[config.mk]
export PLATFORM = sky130hd
export DESIGN_NAME = tag_pair_generator
export DESIGN_NICKNAME = d
export VERILOG_FILES = /design/src/rtl/tag_pair_generator_pkg.sv /design/src/rtl/tag_beat_builder.sv /design/src/rtl/tag_pair_generator.sv
export SDC_FILE = /design/constraint.sdc
export NUM_CORES = 2
export LEC_CHECK = 0
export ABC_AREA = 1
export BUFFER_PORTS_ARGS = -buffer_cell sky130_fd_sc_hd__buf_4
export CELL_PAD_IN_SITES_DETAIL_PLACEMENT = 1
export CELL_PAD_IN_SITES_GLOBAL_PLACEMENT = 2
export CORE_MARGIN = 2
export CORE_UTILIZATION = 34
export CTS_CLUSTER_SIZE = 10
export DETAILED_ROUTE_END_ITERATION = 8
export PLACE_DENSITY_LB_ADDON = 0.1
export SYNTH_ARGS = -nofsm -noshare
export SYNTH_HDL_FRONTEND = slang
export SYNTH_SLANG_ARGS = --single-unit
export TNS_END_PERCENT = 1
[constraint.sdc]
create_clock -name clk -period 8.57 [get_ports clk]
set_input_delay 1.714 -clock clk [delete_from_list [all_inputs] [get_ports clk]]
set_output_delay 1.714 -clock clk [all_outputs]
set_load 0.1 [all_outputs]
[src/rtl/tag_pair_generator_pkg.sv]
// Shared types and helpers for the synthetic start/click tag source.
package tag_pair_generator_pkg;

  typedef enum logic [1:0] {
    IDLE = 2'd0,
    RUN  = 2'd1,
    LAST = 2'd2
  } state_t;

  localparam int WORD_WIDTH_DEF = 4;
  localparam int PAIRS_PER_BEAT = WORD_WIDTH_DEF / 2;
  localparam int KEEP_MAX       = 64;

  // Each pair occupies two lanes, so n pairs light the low 2n keep bits.
  function automatic logic [KEEP_MAX-1:0] pair_keep(input int n);
    logic [KEEP_MAX-1:0] m;
    m = '0;
    for (int i = 0; i < KEEP_MAX; i++) begin
      if (i < 2 * n) m[i] = 1'b1;
    end
    return m;
  endfunction

endpackage

[src/rtl/tag_beat_builder.sv]
// Combinational lane packer: npairs start/click pairs from time t, unused lanes zeroed.
module tag_beat_builder
  import tag_pair_generator_pkg::*;
#(
  parameter int WORD_WIDTH    = 4,
  parameter int TIME_WIDTH    = 64,
  parameter int CHANNEL_WIDTH = 6,
  parameter int NP_WIDTH      = 2
) (
  input  logic [TIME_WIDTH-1:0]               t,
  input  logic [TIME_WIDTH-1:0]               period,
  input  logic [TIME_WIDTH-1:0]               delay,
  input  logic [CHANNEL_WIDTH-1:0]            start_channel,
  input  logic [CHANNEL_WIDTH-1:0]            click_channel,
  input  logic [NP_WIDTH-1:0]                 npairs,
  output logic [WORD_WIDTH*TIME_WIDTH-1:0]    tagtime,
  output logic [WORD_WIDTH*CHANNEL_WIDTH-1:0] channel,
  output logic [WORD_WIDTH-1:0]               keep
);

  localparam int P = WORD_WIDTH / 2;

  logic [KEEP_MAX-1:0]   keep_full;
  logic [TIME_WIDTH-1:0] base;

  always_comb begin
    tagtime   = '0;
    channel   = '0;
    base      = t;
    keep_full = pair_keep(int'(npairs));
    keep      = keep_full[WORD_WIDTH-1:0];
    for (int k = 0; k < P; k++) begin
      if (k < int'(npairs)) begin
        tagtime[(2*k)*TIME_WIDTH +: TIME_WIDTH]         = base;
        tagtime[(2*k+1)*TIME_WIDTH +: TIME_WIDTH]       = base + delay;
        channel[(2*k)*CHANNEL_WIDTH +: CHANNEL_WIDTH]   = start_channel;
        channel[(2*k+1)*CHANNEL_WIDTH +: CHANNEL_WIDTH] = click_channel;
      end
      // Running sum instead of k*period: wraps modulo 2^TIME_WIDTH the same way.
      base = base + period;
    end
  end

endmodule

[src/rtl/tag_pair_generator.sv]
// Synthetic tag stream source emitting start/click pairs, one registered beat per cycle.
// Output register reloads on !tvalid || tready; all stream outputs hold while stalled.
module tag_pair_generator
  import tag_pair_generator_pkg::*;
#(
  parameter int WORD_WIDTH    = 4,
  parameter int TIME_WIDTH    = 64,
  parameter int CHANNEL_WIDTH = 6,
  parameter int CNT_WIDTH     = 32
) (
  input  logic                               clk,
  input  logic                               rst,
  input  logic                               start_i,
  input  logic                               stop_i,
  input  logic [TIME_WIDTH-1:0]              period_i,
  input  logic [TIME_WIDTH-1:0]              delay_i,
  input  logic [TIME_WIDTH-1:0]              first_time_i,
  input  logic [CHANNEL_WIDTH-1:0]           start_channel_i,
  input  logic [CHANNEL_WIDTH-1:0]           click_channel_i,
  input  logic [CNT_WIDTH-1:0]               num_events_i,
  output logic                               busy_o,
  output logic                               done_o,
  output logic                               err_o,
  output logic [CNT_WIDTH-1:0]               events_sent_o,
  output logic                               m_axis_tvalid,
  input  logic                               m_axis_tready,
  output logic [WORD_WIDTH-1:0]              m_axis_tkeep,
  output logic [WORD_WIDTH*TIME_WIDTH-1:0]   m_axis_tagtime,
  output logic [WORD_WIDTH*CHANNEL_WIDTH-1:0] m_axis_channel,
  output logic [TIME_WIDTH-1:0]              m_axis_lowest_time
);

  localparam int P   = WORD_WIDTH / 2;
  localparam int NPW = $clog2(P + 1);

  state_t state, state_nxt;

  logic [TIME_WIDTH-1:0]    t_q, period_q, delay_q;
  logic [CHANNEL_WIDTH-1:0] sch_q, cch_q;
  logic [CNT_WIDTH-1:0]     remaining_q;
  logic                     unbounded_q;
  logic [NPW-1:0]           beat_pairs_q, npairs;
  logic                     load, accept, final_beat, cfg_ok;
  logic [CNT_WIDTH:0]       sent_sum;

  logic [WORD_WIDTH*TIME_WIDTH-1:0]    b_tagtime;
  logic [WORD_WIDTH*CHANNEL_WIDTH-1:0] b_channel;
  logic [WORD_WIDTH-1:0]               b_keep;

  tag_beat_builder #(
    .WORD_WIDTH   (WORD_WIDTH),
    .TIME_WIDTH   (TIME_WIDTH),
    .CHANNEL_WIDTH(CHANNEL_WIDTH),
    .NP_WIDTH     (NPW)
  ) u_builder (
    .t            (t_q),
    .period       (period_q),
    .delay        (delay_q),
    .start_channel(sch_q),
    .click_channel(cch_q),
    .npairs       (npairs),
    .tagtime      (b_tagtime),
    .channel      (b_channel),
    .keep         (b_keep)
  );

  assign busy_o = (state != IDLE);

  always_comb begin
    npairs     = NPW'(P);
    final_beat = 1'b0;
    if (!unbounded_q && remaining_q < CNT_WIDTH'(P)) npairs = NPW'(remaining_q);
    if (!unbounded_q && remaining_q <= CNT_WIDTH'(P)) final_beat = 1'b1;
    accept   = m_axis_tvalid && m_axis_tready;
    load     = (state == RUN) && (!m_axis_tvalid || m_axis_tready);
    cfg_ok   = (period_i != '0) && (delay_i < period_i);
    sent_sum = {1'b0, events_sent_o} + (CNT_WIDTH+1)'(beat_pairs_q);
    state_nxt = state;
    unique case (state)
      IDLE: if (start_i && cfg_ok) state_nxt = RUN;
      // A stop while stalled makes the held beat the last one.
      RUN:  if ((load && final_beat) || stop_i) state_nxt = LAST;
      LAST: if (accept) state_nxt = IDLE;
      default: state_nxt = IDLE;
    endcase
  end

  always_ff @(posedge clk) begin
    if (rst) begin
      state              <= IDLE;
      t_q                <= '0;
      period_q           <= '0;
      delay_q            <= '0;
      sch_q              <= '0;
      cch_q              <= '0;
      remaining_q        <= '0;
      unbounded_q        <= 1'b0;
      beat_pairs_q       <= '0;
      done_o             <= 1'b0;
      err_o              <= 1'b0;
      events_sent_o      <= '0;
      m_axis_tvalid      <= 1'b0;
      m_axis_tkeep       <= '0;
      m_axis_tagtime     <= '0;
      m_axis_channel     <= '0;
      m_axis_lowest_time <= '0;
    end else begin
      state  <= state_nxt;
      done_o <= 1'b0;
      err_o  <= 1'b0;
      if (state == IDLE && start_i) begin
        if (cfg_ok) begin
          t_q           <= first_time_i;
          period_q      <= period_i;
          delay_q       <= delay_i;
          sch_q         <= start_channel_i;
          cch_q         <= click_channel_i;
          remaining_q   <= num_events_i;
          unbounded_q   <= (num_events_i == '0);
          events_sent_o <= '0;
        end else begin
          err_o <= 1'b1;
        end
      end
      if (accept) begin
        events_sent_o <= sent_sum[CNT_WIDTH] ? '1 : sent_sum[CNT_WIDTH-1:0];
      end
      if (load) begin
        m_axis_tvalid      <= 1'b1;
        m_axis_tkeep       <= b_keep;
        m_axis_tagtime     <= b_tagtime;
        m_axis_channel     <= b_channel;
        m_axis_lowest_time <= b_tagtime[TIME_WIDTH-1:0];
        beat_pairs_q       <= npairs;
        t_q                <= t_q + TIME_WIDTH'(npairs) * period_q;
        if (!unbounded_q) remaining_q <= remaining_q - CNT_WIDTH'(npairs);
      end
      if (state == LAST && accept) begin
        m_axis_tvalid <= 1'b0;
        done_o        <= 1'b1;
      end
    end
  end

endmodule

Yosys cells after proc, flatten, opt, wreduce, memory -nomap -nowiden
Cells that the tools add are included.
- add/subtract/negate cells: 6
- multipliers: 1
- div/mod/pow operators: 0
- order comparisons: 9
- eq/ne operators: 5
- shifts and indexed selects: 0
- mux-type cells: 27
- bitwise gates (word level): 1
- reductions and logical operators: 27
- operator list (operator ; count):
    adder 64 bit ; 4
    two-way mux 128 bit ; 2
    two-way mux 32 bit ; 8
    two-way mux 64 bit ; 3
    < comparator 64 bit ; 1
    multiplier 2 x 64 -> 64 bit ; 1
    nonzero test 64 bit ; 1
    adder 32 x 2 -> 33 bit ; 1
    less-or-equal comparator 32 x 2 -> 1 bit, second input constant ; 1
    zero test 32 bit ; 1
    < comparator 32 x 2 -> 1 bit, second input constant ; 1
    subtractor 32 x 2 -> 32 bit ; 1
    two-way mux 12 bit ; 2
    nonzero test 2 bit ; 5
    logical AND 1 bit ; 9
    two-way mux 2 bit ; 4
    two-way mux 1 bit ; 7
    < comparator 1 x 3 -> 1 bit, first input constant ; 2
    < comparator 2 x 3 -> 1 bit, first input constant ; 2
    case mux 2 bit (3 select lines) ; 1
    AND reduction 2 bit ; 3
    < comparator 1 x 2 -> 1 bit, first input constant ; 2
    inequality test 2 bit, second input constant ; 2
    OR reduction 2 bit ; 2
    other kinds (8) ; 10
- flip-flop bits (word level): 624
- bits in latches: 0
- bits in writable memories: 0
- bits in read-only memories: 0
- output and inout bits: 384
- logic and storage cells: 93
- memories: 0

Logic depth before layout (Yosys ltp)
- depth in word-level cells: 7
- gate-level depth with buffers: 30
- gate-level depth less buffers: 28

Hierarchy
From an unflattened synthesis, not the netlist that was laid out.
- cell total of the unflattened synthesis: 8001
- area, all modules: 47817.1 sq um
- by module, submodules not included (module ; instances ; cells an instance ; area an instance (sq um)):
    tag_pair_generator ; 1 ; 4933 ; 32297.2
    tag_beat_builder ; 1 ; 3068 ; 15519.9

Worst setup path after synthesis
OpenSTA, ideal clock, no wires.
- path kind: reg-to-reg
- from: register remaining_q[14]
- to: register t_q[37]
- library setup time: 0.132 ns
- arrival: 3.852 ns
- data required time: 8.438 ns
- setup slack: 4.586 ns
- stages on the path, launching flop included: 31
- buffers on the path: 2
- cell sequence: dfxtp_1 nor2_1 nand2_1 nor2_1 nand2_1 nor2_4 nand2_4 nor2_1 buf_2 buf_2 nand2_1 fa_1 inv_1 ha_1 inv_1 fa_1 nand3b_1 nand2_1 nand3_1 nand2_1 nand2_1 nand2_1 nand2_1 nand2_1 nand3_1 nand2_1 nand2_1 nand2_1 nor2_1 nor2_1 a21oi_1
- longest elaborated chain between the ends: 6
- ends and longest elaborated chain (item ; line ; source):
    start, declared ; tag_pair_generator.sv:40 ; logic [CNT_WIDTH-1:0] remaining_q;
    start signal, assigned ; tag_pair_generator.sv:118 ; remaining_q <= num_events_i;
    start signal, assigned ; tag_pair_generator.sv:136 ; if (!unbounded_q) remaining_q <= remaining_q - CNT_WIDTH'(npairs);
    < comparator 32 x 2 -> 1 bit ; tag_pair_generator.sv:72 ; if (!unbounded_q && remaining_q < CNT_WIDTH'(P)) npairs = NPW'(remaining_q);
    logical AND 1 bit ; tag_pair_generator.sv:72 ;
    two-way mux 2 bit ; tag_pair_generator.sv:72 ;
    multiplier 2 x 64 -> 64 bit ; tag_pair_generator.sv:135 ; t_q <= t_q + TIME_WIDTH'(npairs) * period_q;
    adder 64 bit ; tag_pair_generator.sv:135 ;
    two-way mux 64 bit ; tag_pair_generator.sv:128 ; if (load) begin
    end signal, assigned ; tag_pair_generator.sv:113 ; t_q <= first_time_i;
    end signal, assigned ; tag_pair_generator.sv:135 ;
    end, declared ; tag_pair_generator.sv:38 ; logic [TIME_WIDTH-1:0] t_q, period_q, delay_q;
No other way between the ends.
A chain may end at the register's enable or synchronous reset.

Worst setup path after layout
- from: register remaining_q[9]
- to: register t_q[47]
Same word-level chain as after synthesis.

==> run metrics <==
status=complete, no violations; ys flop type=dfxtp_1; worst rel slew slack=23.1%; DIE AREA=135,000 um2; leakage power=24.2 nW; I/O Buffers=624; fin nets=8,353; crit path capture type=register; vias in the first global route=50,400; syn nets=7,882; HP Class=reg -> reg; WP data required=9.10 ns; cells on worst reg2reg path=25; critical path peak fanout=62; RSZ-0062 raised after global routing=no; CTS root buf=clkbuf_16; H-tree Lvls=3; clk_lat worst skew=0.71 ns; CTS resizes=0; Pins Over Slew Limit=0; Yosys top cell by area=dfxtp_1; maximum vdd drop=0.000143 V; top post-synthesis cells by area=dfxtp_1, nand2_1, a21oi_1; YS warnings=0; HPWL after DPL=198 mm; Longest Clk Path Bufs=3; largest net degree at the start of global routing=159; Area Growth Syn to Fin=18.3%; Top Ports=625; ys async rst share=0%; Avg Cell Area, Syn=6.21 um2; DR pass1 iterations=6; Post-DRT Antenna Nets=0; DR iter-0 viols=4,485; first-pass GRT wire length=344 mm; worst-margin pin slew=1.15 ns; area of the multi-input gates=28,900 um2; Hold-fix buffers, CTS=0; RePlAce Congestion=1.00; Num CTS Buffers=72; cell count after synthesis=7,256; Fill cells=17,400; post-CTS setup repair buffer count=0; clock sink count=557; Remaining DRCs=0; Yosys cell types=51; Clock transition at path regs=0.06 ns; die width=368 um; Setup-failing EPs final=0; pwr/cell area=190 nW/um2; Hold Vio Cnt, Final=0; initial antenna violation count=6; CP Launch Type=register; Data arrival, critical path=6.61 ns; fmax=0.164 GHz; Starting Density=34.3%; total grt overflow=0; post-synth top area share=24.8%; Post-synth EDFFs=0; drt wl/cell=24.9 um; TNS Setup=0 ns; Period minus WS final=6.08 ns; Seq/Total Area, Yosys=24.8%; total power draw=10.1 mW; Yosys reg bits=557; share of layout cells above drive strength 1=11.2%; critical path class=reg -> reg; cell with the most instances after synthesis=nand2_1; vias=51,400; clk_skew=0.0485 ns; post-DR vias/cell=5.39; std cell rows=133; Total GRT Usage=34.0%; final WL=237 mm; worst hold stages=2; commonest cells in the netlist=nand2_1, a21oi_1, inv_1, nor2_1, dfxtp_1; max_cap viols=0; reg2reg setup slack=2.49 ns; Mapped Area=45,000 um2; Core Region=131,000 um2; CTS tree=built; Die Ht=368 um; fin crit share=70.9%; FF/Latch Area=11,200 um2
flip-flops by register name (all words and copies together) (netlist names):
register	flops
m_axis_tkeep	2
m_axis_tvalid	1
delay_q	64
cch_q	6
m_axis_tagtime	256
sch_q	6
m_axis_channel	24
period_q	64
unbounded_q	1
done_o	1
t_q	64
err_o	1
state	2
events_sent_o	32
beat_pairs_q	1
remaining_q	32
cell type report:
type                       count  area share (%)
multi-input combinational   5470            54.2
sequential                   557            20.9
timing repair buffer         685            9.81
inverter                     941            6.65
tap                         1755            4.12
clock buffer                  96            3.80
clock inverter                17           0.486
antenna                        2         0.00939
logic make-up (layout without fill, tap and decap cells):
| family | after synthesis | after routing | share of synthesized area (%) |
|---|---|---|---|
| compound gates | 1511 | 1511 | 17.9 |
| other cells | 1 | 3 | 0.00832 |
| simple gates | 3444 | 3444 | 31.8 |
| xor+xnor | 129 | 129 | 2.51 |
| buf+inv | 1229 | 1739 | 11.2 |
| fa+ha+maj | 385 | 385 | 11.8 |
| flops | 557 | 557 | 24.8 |
worst paths after layout:
path,start,endpoint
hold reg to reg,m_axis_channel[23]$_SDFFE_PP0P_,m_axis_channel[23]$_SDFFE_PP0P_
hold / removal,m_axis_channel[23]$_SDFFE_PP0P_,m_axis_channel[23]$_SDFFE_PP0P_
setup reg to reg,remaining_q[9]$_SDFF_PP0_,t_q[47]$_SDFFE_PP0P_
setup / recovery,remaining_q[9]$_SDFF_PP0_,t_q[47]$_SDFFE_PP0P_
layout by cell type (no fill, tap or decap), types with 5 or more instances in the layout:
cell type	Yosys	routed
o21ai_0	332	332
buf_4	95	678
o21a_1	18	18
clkbuf_16	0	73
dfxtp_1	557	557
o21ai_1	34	34
clkinv_2	0	8
nor2_1	752	751
nor2_4	4	5
o211ai_1	27	27
xor2_1	88	88
a21oi_1	938	938
or2_2	52	52
nor4_1	35	35
a21boi_0	18	18
clkbuf_1	135	12
nand3_1	412	412
nand3b_1	23	23
nor2_2	7	7
ha_1	318	318
clkbuf_8	0	11
and2_1	23	23
nor3_1	91	90
xnor2_1	41	41
nand4_1	105	105
inv_1	932	930
nand2_1	1920	1919
buf_12	0	6
fa_1	67	67
o21bai_1	70	70
a21o_1	42	42
a31oi_1	22	22
metal layers:
metal / vias up / global-route usage (%) / part of all wire, % / wire (um)
li1: 24400 / - / - / -
met1: 25200 / 46.7 / 46 / 109000
met2: 1488 / 55.6 / 45 / 108000
met3: 250 / 4.73 / 5.7 / 13600
met4: 4 / 8.67 / 2.8 / 6570
met5: - / 0 / 0.011 / 25
worst max-delay path: stages (launching register included):
cell	delay, ns
dfxtp_1	0.36
nor2_1	0.20
nand2_1	0.08
nor2_1	0.23
nand2_1	0.14
nor2_4	0.18
nand2_4	0.41
nor2_4	0.50
buf_4	0.51
nand2_1	0.14
fa_1	0.48
inv_1	0.08
ha_1	0.18
inv_1	0.06
fa_1	0.41
nand3b_1	0.18
nand2_1	0.14
a21oi_1	0.15
o21ai_0	0.74
nand3_1	0.25
nand3_1	0.14
nand2_1	0.06
nand3_1	0.08
nand2_1	0.06
nand2_1	0.05
a21oi_1	0.05
power by group:
group          switching, mW  total, mW  internal, mW
Combinational           2.89       3.96          1.07
Sequential             0.320       3.11          2.79
Clock                   1.29       3.04          1.75
through the flow:
step	hold slack, ns	setup slack [ns]	cell area, um2	util, %	instances
final	0.464	2.49	53300	40.5	9523
after floorplan	0.445	4.59	45000	-	7256
after detailed placement	0.457	2.34	51000	38.8	9408
after global placement	0.453	2.45	51000	38.8	9408
after CTS	0.465	2.55	53300	40.5	9521
after global routing	0.482	2.04	53300	40.5	9521
No activity file was read; power rests on OpenSTA's default activity.
